===== src/rtl/life_row_scanner.sv =====
// Snapshots the Life cell grid on request and streams it out one row per valid/ready transfer.
// Optional live-cell population counter enabled by defining LIFE_SCAN_POPCOUNT_EN.
module life_row_scanner #(
    parameter int WIDTH  = 8,
    parameter int HEIGHT = 8,
    parameter int IW     = $clog2(HEIGHT),
    parameter int PW     = $clog2(WIDTH*HEIGHT+1)
) (
    input  logic                    clk,
    input  logic                    rst,
    input  logic [WIDTH*HEIGHT-1:0] grid_state,
    input  logic                    start,
    output logic                    busy,
    output logic                    row_valid,
    input  logic                    row_ready,
    output logic [WIDTH-1:0]        row_data,
    output logic [IW-1:0]           row_index,
    output logic                    frame_last,
    output logic                    done
`ifdef LIFE_SCAN_POPCOUNT_EN
    ,
    output logic [PW-1:0]           population
`endif
);

    typedef enum logic [1:0] {
        IDLE   = 2'd0,
        STREAM = 2'd1,
        DONE   = 2'd2
    } state_t;

    state_t                    state_q, state_d;
    logic [WIDTH*HEIGHT-1:0]   snap_q, snap_d;
    logic [IW-1:0]             idx_q, idx_d;
    logic [WIDTH-1:0]          row_data_q, row_data_d;
    logic                      row_valid_q, row_valid_d;
    logic                      busy_q, busy_d;
    logic                      frame_last_q, frame_last_d;
    logic                      done_q, done_d;
    logic                      xfer_s;
    logic                      last_s;
    logic [IW-1:0]             idx_inc_s;

    assign last_s    = (idx_q == IW'(HEIGHT-1));
    assign idx_inc_s = idx_q + {{(IW-1){1'b0}}, 1'b1};

    // Next-state and registered-output computation
    always_comb begin
        state_d      = state_q;
        snap_d       = snap_q;
        idx_d        = idx_q;
        row_data_d   = row_data_q;
        row_valid_d  = row_valid_q;
        busy_d       = busy_q;
        frame_last_d = frame_last_q;
        done_d       = 1'b0;
        xfer_s       = 1'b0;
        case (state_q)
            IDLE: begin
                if (start) begin
                    state_d      = STREAM;
                    snap_d       = grid_state;
                    idx_d        = {IW{1'b0}};
                    row_data_d   = grid_state[WIDTH-1:0];
                    row_valid_d  = 1'b1;
                    busy_d       = 1'b1;
                    frame_last_d = (HEIGHT == 1);
                end else begin
                    state_d = IDLE;
                end
            end
            STREAM: begin
                xfer_s = row_valid_q & row_ready;
                if (xfer_s && last_s) begin
                    state_d      = DONE;
                    row_valid_d  = 1'b0;
                    frame_last_d = 1'b0;
                    done_d       = 1'b1;
                end else if (xfer_s) begin
                    idx_d        = idx_inc_s;
                    row_data_d   = snap_q[int'(idx_inc_s)*WIDTH +: WIDTH];
                    frame_last_d = (idx_inc_s == IW'(HEIGHT-1));
                end else begin
                    state_d = STREAM;
                end
            end
            DONE: begin
                state_d    = IDLE;
                busy_d     = 1'b0;
                idx_d      = {IW{1'b0}};
                row_data_d = {WIDTH{1'b0}};
            end
            default: begin
                state_d      = IDLE;
                idx_d        = {IW{1'b0}};
                row_data_d   = {WIDTH{1'b0}};
                row_valid_d  = 1'b0;
                busy_d       = 1'b0;
                frame_last_d = 1'b0;
            end
        endcase
    end

    // State, snapshot and output registers
    always_ff @(posedge clk) begin
        if (rst) begin
            state_q      <= IDLE;
            snap_q       <= {(WIDTH*HEIGHT){1'b0}};
            idx_q        <= {IW{1'b0}};
            row_data_q   <= {WIDTH{1'b0}};
            row_valid_q  <= 1'b0;
            busy_q       <= 1'b0;
            frame_last_q <= 1'b0;
            done_q       <= 1'b0;
        end else begin
            state_q      <= state_d;
            snap_q       <= snap_d;
            idx_q        <= idx_d;
            row_data_q   <= row_data_d;
            row_valid_q  <= row_valid_d;
            busy_q       <= busy_d;
            frame_last_q <= frame_last_d;
            done_q       <= done_d;
        end
    end

    assign busy       = busy_q;
    assign row_valid  = row_valid_q;
    assign row_data   = row_data_q;
    assign row_index  = idx_q;
    assign frame_last = frame_last_q;
    assign done       = done_q;

`ifdef LIFE_SCAN_POPCOUNT_EN
    function automatic logic [PW-1:0] popcount(input logic [WIDTH-1:0] v);
        logic [PW-1:0] n;
        n = {PW{1'b0}};
        for (int i = 0; i < WIDTH; i++) begin
            n = n + PW'(v[i]);
        end
        return n;
    endfunction

    logic [PW-1:0] acc_q, acc_d;
    logic [PW-1:0] pop_q, pop_d;

    // Running sum of transferred rows; population latches the total, last row included
    always_comb begin
        acc_d = acc_q;
        pop_d = pop_q;
        if (state_q == IDLE && start) begin
            acc_d = {PW{1'b0}};
        end else if (xfer_s && last_s) begin
            pop_d = acc_q + popcount(row_data_q);
        end else if (xfer_s) begin
            acc_d = acc_q + popcount(row_data_q);
        end else begin
            acc_d = acc_q;
        end
    end

    // Population registers
    always_ff @(posedge clk) begin
        if (rst) begin
            acc_q <= {PW{1'b0}};
            pop_q <= {PW{1'b0}};
        end else begin
            acc_q <= acc_d;
            pop_q <= pop_d;
        end
    end

    assign population = pop_q;
`endif

endmodule


===== config.mk =====
export PLATFORM = sky130hd
export DESIGN_NAME = life_row_scanner
export DESIGN_NICKNAME = d
export VERILOG_FILES = /design/src/rtl/life_row_scanner.sv
export SDC_FILE = /design/constraint.sdc
export NUM_CORES = 1
export LEC_CHECK = 0
export ABC_AREA = 1
export CORE_ASPECT_RATIO = 2
export CORE_MARGIN = 10
export CORE_UTILIZATION = 50
export DETAILED_ROUTE_END_ITERATION = 10
export PLACE_DENSITY = 0.84
export SYNTH_ARGS = -nofsm -noshare
export SYNTH_HDL_FRONTEND = slang
export SYNTH_SLANG_ARGS = --single-unit

===== constraint.sdc =====
create_clock -name clk -period 2.4 [get_ports clk]
set_input_delay 0.48 -clock clk [delete_from_list [all_inputs] [get_ports clk]]
set_output_delay 0.48 -clock clk [all_outputs]
set_load 0.05 [all_outputs]

==> out/summary.md, run 1 <==
Setup violations remaining at the end of the flow were counted as 0. The standard cell area after detailed placement came out at 4598 µm². The mean instance size in the synthesized netlist came out at 6.858 µm². The routed wirelength normalized by instance count came out at 14.32 µm. The detailed-route vias per instance is 5.071. The startpoint identified for the worst hold timing path is snap_q[4]. The area growth from synthesis to final layout is 30.97%, and the total overflow reported by the global router is 0. The endpoint of the most critical register-to-register path is row_data[5].

The count of nets left with antenna violations once routing finished came out at 0. In this run the count of I/O pins placed on the die edge is 83. The synthesized netlist occupies a cell area of 3765 µm².

After layout, the minimum clock period comes to 2.057 ns. For the overall global routing resource usage, the log shows 0.1801. The root buffer cell chosen for the clock tree is sky130_fd_sc_hd__clkbuf_16. After the last flow step, the layout net total stands at 690.

The logs give 0.007726 ns for the worst-case clock skew and 0 for the count of warnings emitted by yosys. The top cell types in the final layout, fill and taps aside, are sky130_fd_sc_hd__nand2_1 (115), sky130_fd_sc_hd__inv_1 (95), sky130_fd_sc_hd__dfxtp_1 (81), sky130_fd_sc_hd__clkdlybuf4s50_1 (81), sky130_fd_sc_hd__a21oi_1 (79). The y dimension of the die is 142.7 µm, and the deepest clock path buffer count is 2. Across the run, the number of max-cap violations was 0. For the final weighted congestion in routability-driven placement, the log shows 0.8552. Setup repair after global routing left no endpoint under its margin. The initial antenna violation count was 0; the critical path data required time was 1.92 ns. STA classifies the critical path endpoint as an output port.

The multi-input combinational cells in the finished layout cover a total of 1546 µm². The flow ran to the end, and the final reports show no timing, DRC or antenna violations. Registers take 1622 µm².

For the initial core utilization, the log shows 0.5142. TritonCTS built the clock tree. The die covers 11,610 µm². The library cell used most frequently in the layout, excluding fill and tap cells, is sky130_fd_sc_hd__nand2_1. The floorplan has 44 rows. The fraction of power consumed by the clock network was 0.417; the cell area power density was 741.8 nW/µm². Along the worst path, the maximum fanout reaches 4.

For the initial DRC count, the log shows 331. The number of nets in the synthesized netlist is 620. The run gives 0 as the residual DRC count. At the pin with the least slew margin, the transition time is 0.5636 ns. In the final timing run, aggregate negative setup slack is 0 ns. The type of the tightest min-delay check was reg2reg. The leakage power summed over all cells is 2.228 nW, and the final clock period utilization by the worst path is 0.8570. The total power after layout is 0.003658 W.

The critical path goes through clkdlybuf4s50_1. For this design, the slowest cell found on the critical path is sky130_fd_sc_hd__clkdlybuf4s50_1. The most critical setup path has its endpoint at row_index[1]. For the final-layout fill cell count, the log shows 609. The instance count after placement with tap cells included was 700; the switching component of the power was 0.0009335 W. The logs give 0.4307 for the share of the yosys chip area belonging to registers and 7584 µm for the placed wire-length estimate. The critical path depth in cells was 1.

The tightest slew margin relative to the limit is 0.6231, and the data arrival at the endpoint of the critical path is 1.58 ns. The synthesized netlist contains 20 unique library cells. For the proportion of power drawn by combinational gates, the log shows 0.174. The hold buffer count at CTS was 0. The net switching fraction of the power works out to 0.2552. After routing the design area is 4931 µm². For the area of the placeable core, the log shows 7322 µm². The first detailed-routing pass took 5 iterations.

The critical path's top delay family is buffers and inverters. The total of buffers placed on input and output ports is 82, and the highest ir drop seen on vdd is 551.6 µV. The number of non-filler instances in the completed layout is 715, and the number of flip-flops and latches in the synthesized netlist is 81. Number of global-route vias before repair: 3,554. The internal power of the cells totals 0.002724 W. The number of levels the H-tree was split into is 3, and the insertion delay of the later-clocked pin in the worst-skew pair is 0.34 ns. Entering global routing, the biggest net connects 68 pins. Detailed routing inserted a total of 3,626 vias. From left edge to right edge, the die measures 81.36 µm.

The number of gates resized after CTS was 0. The worst reg-to-reg setup slack came out at 0.47 ns. The share of cells above drive strength 1 was 0.05618; the TritonCTS buffer count was 9. Clock-pin slew was measured on the worst setup and hold paths at 0.06 ns.

The startpoint identified for the worst register-to-register timing path is row_index[0]. In this run the post-CTS setup repair buffer count came out at 0. The relative contribution of sequential cells to total power was 0.409; the first-pass GRT wire length was 16,240 µm. Tracing the worst setup path back leads to its startpoint at row_index[1]. Critical path start-end classification: reg2out. The tree built by TritonCTS fans out to 81 sinks. The tools report the final max-slew violation count as 0.

STA classifies the critical path startpoint as a flip-flop. The worst register-to-register path has a depth of 9. The tools report the number of diodes as 0.

Share of the core filled with cells: 0.6734. Number of buffers and inverters on the critical path: 1. The cell count after synthesis was 549; the total routed wirelength was 10,240 µm. For this run, the slowest stage of the critical path takes 0.84 ns. The tools report the total count of hold-check failures in the final report as 0. The run gives 486.2 MHz as the maximum frequency from static timing analysis.
==> registers in the layout, indices dropped and copies added (netlist names) <==
signal,count
snap_q,64
busy,1
row_index,3
done,1
row_valid,1
row_data,8
state_q,2
frame_last,1
==> power groups by stage <==
| stage | logic, W | registers, W | clock network [W] |
|---|---|---|---|
| after floorplan | 0.000339 | 0.00158 | 0 |
| after global placement | 0.000618 | 0.00152 | 0 |
| after detailed placement | 0.000632 | 0.00152 | 0 |
| after CTS | 0.000638 | 0.00149 | 0.00154 |
| after global routing | 0.000705 | 0.00150 | 0.00159 |
| final | 0.000637 | 0.00149 | 0.00153 |
==> worst min path at each step <==
| stage | endpoint | slack (ns) | cells past startpoint |
|---|---|---|---|
| after detailed placement | snap_q[3] | 0.44 | 2 |
| after floorplan | snap_q[14] | 0.43 | 2 |
| after global placement | snap_q[2] | 0.44 | 2 |
| after CTS | snap_q[3] | 0.45 | 2 |
| final | snap_q[4] | 0.45 | 2 |
| after global routing | snap_q[55] | 0.47 | 2 |
==> through the flow <==
step	setup WS, ns	hold WS [ns]
floorplan	0.1428	0.4289
global placement	0.3822	0.4378
detailed placement	0.3477	0.4449
CTS	0.3215	0.4534
global route	0.2966	0.4714
finish	0.3432	0.4505
==> cell families (layout without fill, tap and decap cells) <==
kind of cell / count (synthesis) / after routing / share of synthesized area
AND/OR/NAND/NOR: 184 / 184 / 0.2041
adder cells (fa/ha/maj): 3 / 3 / 0.009971
flip-flops: 81 / 81 / 0.4307
AO/OA/AOI/OAI: 148 / 148 / 0.1967
buffers and inverters: 133 / 207 / 0.1585
==> cells in the mapped netlist, drive strengths merged <==
| cell type | count | area, µm² |
|---|---|---|
| inv | 99 | 376.6 |
| clkbuf | 13 | 53.80 |
| o21ai | 69 | 345.3 |
| buf | 21 | 166.4 |
| nor2 | 27 | 126.4 |
| ha | 3 | 37.54 |
| nand3 | 40 | 200.2 |
| nor3 | 2 | 10.01 |
| dfxtp | 81 | 1622 |
| a21oi | 79 | 395.4 |
| nand2 | 115 | 431.7 |
==> metal layers <==
layer  vias to the layer above  wire [µm]  track usage
met4                         0        403      0.09533
met1                      1637       3703       0.1737
met2                       102       5688       0.3329
li1                       1863          -            -
met5                         -          0            0
met3                        24        445      0.04277
==> final cells by class <==
type | instances | area share
flip-flops and latches | 81 | 0.3289
multi-input cells | 335 | 0.3136
repair buffers | 93 | 0.1903
inverters | 99 | 0.07638
clock buffers | 9 | 0.04567
well taps | 92 | 0.02334
clock inverters | 6 | 0.02182
Power figures use the tool's default switching activity.
==> inputs of run 2 (changes only) <==
--- a/config.mk
+++ b/config.mk
@@ -9,7 +9,7 @@
 export CORE_ASPECT_RATIO = 2
 export CORE_MARGIN = 10
-export CORE_UTILIZATION = 50
+export CORE_UTILIZATION = 40
 export DETAILED_ROUTE_END_ITERATION = 10
-export PLACE_DENSITY = 0.84
+export PLACE_DENSITY = 0.71
 export SYNTH_ARGS = -nofsm -noshare
 export SYNTH_HDL_FRONTEND = slang
==> constraint.sdc (replaced) <==
create_clock -name clk -period 2.4 [get_ports clk]
set_input_delay 0.48 -clock clk [delete_from_list [all_inputs] [get_ports clk]]
set_output_delay 0.48 -clock clk [all_outputs]
set_load 0.01 [all_outputs]
==> out/summary.md, run 2 (synthesis gave the netlist of run 1 again) <==
The cell area power density is 732.6 nW/µm² (was 741.8 nW/µm²), and the initial core utilization is 0.4066 (was 0.5142). The remaining antenna violation count came out at 0 (unchanged). The logs give 474.1 MHz (was 486.2 MHz) for the maximum frequency from static timing analysis and 0 (unchanged) for the total count of hold-check failures in the final report. The run gives 3,601 (was 3,626) as the number of vias after detailed routing. The area of the placeable core is 9259 µm² (was 7322 µm²). The detailed-route vias per instance is 4.940 (was 5.071). The tools report the first-pass GRT wire length as 16,660 µm (was 16,240 µm).

The number of top-level design ports is 83 (unchanged), and the slew at the pin with the worst max-slew slack is 0.5034 ns (was 0.5636 ns). The tools report the total routed wirelength as 10,610 µm (was 10,240 µm). Commonest non-fill, non-tap cell in the layout: sky130_fd_sc_hd__nand2_1 (unchanged). The number of core rows was 50 (was 44); the top fanout value on the critical path was 24 (was 4). Highest ir drop seen on vdd: 670.1 µV (was 551.6 µV).

Master cell of the clock root buffer: sky130_fd_sc_hd__clkbuf_16 (unchanged). The final layout net count is 692 (was 690), and the critical path data required time is 1.92 ns (about the same). The logs give 0 (unchanged) for the max-capacitance violation count and 0 (unchanged) for the total overflow reported by the global router. The final critical delay including setup and external delays is 2.109 ns (was 2.057 ns). The tightest slew margin relative to the limit was 0.6640 (was 0.6231); the number of diodes was 0 (unchanged). The run gives 714 (was 700) as the instance count after placement with tap cells included. TritonCTS built the clock tree.

The initial DRC count is 218 (was 331), and the number of non-filler instances in the completed layout is 729 (was 715). The routed wirelength normalized by instance count is 14.55 µm (was 14.32 µm), and the final weighted congestion in routability-driven placement is 0.9229 (was 0.8552). The number of global-route vias before repair was 3,548 (was 3,554). The tools report the final sum of negative setup slack as 0 ns (unchanged). Type of the tightest min-delay check: reg2reg (unchanged). Setup repair after global routing left no endpoint under its margin. The clock-pin slew on the worst setup and hold paths works out to 0.06 ns (about the same). The run gives 0.34 ns (about the same) as the insertion delay of the later-clocked pin in the worst-skew pair. Most frequent cells in the layout: sky130_fd_sc_hd__nand2_1 (115), sky130_fd_sc_hd__inv_1 (95), sky130_fd_sc_hd__clkdlybuf4s50_1 (82) (was sky130_fd_sc_hd__nand2_1 (115), sky130_fd_sc_hd__inv_1 (95), sky130_fd_sc_hd__dfxtp_1 (81), sky130_fd_sc_hd__clkdlybuf4s50_1 (81), sky130_fd_sc_hd__a21oi_1 (79)). The area growth from synthesis to final layout works out to 31.77% (was 30.97%). The logs give 0.1568 (was 0.1801) for the overall global routing resource usage and 0 (unchanged) for the number of setup buffers added after CTS. The chip width was 88.60 µm (was 81.36 µm); the total of endpoints with negative setup slack in the final report was 0 (unchanged).

The TritonCTS buffer count came out at 9 (unchanged). The number of levels the H-tree was split into is 3 (unchanged). The share of cells above drive strength 1 is 0.05760 (was 0.05618). The run gives 0 (unchanged) as the residual DRC count. The startpoint class of the critical path is a flip-flop (unchanged). The y dimension of the die came out at 157.2 µm (was 142.7 µm).

The leakage power summed over all cells was 2.241 nW (was 2.228 nW). The run gives 0.008966 ns (was 0.007726 ns) as the worst-case clock skew. The tools report the endpoint kind of the worst setup timing path as an output port (unchanged). The tools report the first-pass iteration count of the detailed router as 7 (was 5). The register with the highest flop count was snap_q (unchanged). The count of clock tree sinks is 81 (unchanged). The run finished with clean final reports. The run gives 0 (unchanged) as the hold buffer count at CTS. The final clock period utilization by the worst path is 0.8789 (was 0.8570), and the data arrival at the endpoint of the critical path is 1.63 ns (was 1.58 ns).

For the final-layout fill cell count, the log shows 903 (was 609). For the number of resized instances in the post-cts repair step, the log shows 0 (unchanged). Critical path start-end classification: reg2out (unchanged).

The placed wire-length estimate is 8171 µm (was 7584 µm). Initial antenna violation count: 0 (unchanged). The number of flip-flops under the largest register name is 64 (unchanged), and the die footprint is 13,930 µm² (was 11,610 µm²). The deepest clock path buffer count came out at 2 (unchanged). The largest net degree at the start of global routing was 54 (was 68); the total of buffers placed on input and output ports was 82 (unchanged).

The final max-slew violation count is 0 (unchanged).
run 2: worst paths after layout:
kind,startpoint,endpoint,slack [ns],depth (start not counted)
hold reg to reg,snap_q[4],snap_q[4],0.45,2
setup / recovery,row_index[0],row_index[0],0.29,2
hold / removal,snap_q[4],snap_q[4],0.45,2
setup reg to reg,row_index[0],row_data[5],0.54,9
run 2: final cells by class:
type                            instances  area (µm²)  area share
Clock buffer                           10       239.0     0.04817
Clock inverter                          5       103.9     0.02093
Inverter                               99       376.6     0.07591
Multi-Input combinational cell        335        1546      0.3117
Sequential cell                        81        1622      0.3269
Tap cell                              104       130.1     0.02623
Timing Repair Buffer                   95       943.4      0.1902
run 2: power breakdown:
group | switching [W] | internal, W | total (W)
clock | 0.000523 | 0.00104 | 0.00156
combinational | 0.000315 | 0.000264 | 0.000579
sequential | 0.0000380 | 0.00146 | 0.00149
run 2: critical path: stages, from the launching register on:
cell                              delay (ns)
sky130_fd_sc_hd__dfxtp_1                0.40
sky130_fd_sc_hd__buf_4                  0.30
sky130_fd_sc_hd__clkdlybuf4s50_1        0.60
run 2: layer usage:
metal  vias up  wire length [µm]  part of all wire  GRT usage
met2        92              5982              0.56     0.2979
met5         -                 0                 0          0
met3        25               417             0.039    0.02588
met1      1617              3789              0.36     0.1472
li1       1867                 -                 -          -
met4         0               416             0.039    0.09682
run 2: through the flow:
step	area [µm²]	hold WS (ns)	utilization	power, W	setup WS (ns)
finish	4961	0.4497	0.5358	0.003635	0.2907
global route	4961	0.4756	0.5358	0.003785	0.1885
CTS	4961	0.4528	0.5358	0.003661	0.2660
detailed placement	4618	0.4435	0.4988	0.002102	0.3658
global placement	4618	0.4366	0.4988	0.002089	0.4128
floorplan	3765	0.4289	-	0.001861	0.4736
==> inputs of run 3 (changes only) <==
SKIP_LAST_GASP = 1   (was default)
==> results of run 3 <==
Final layout, timing and power as in run 2 (identical DEF).
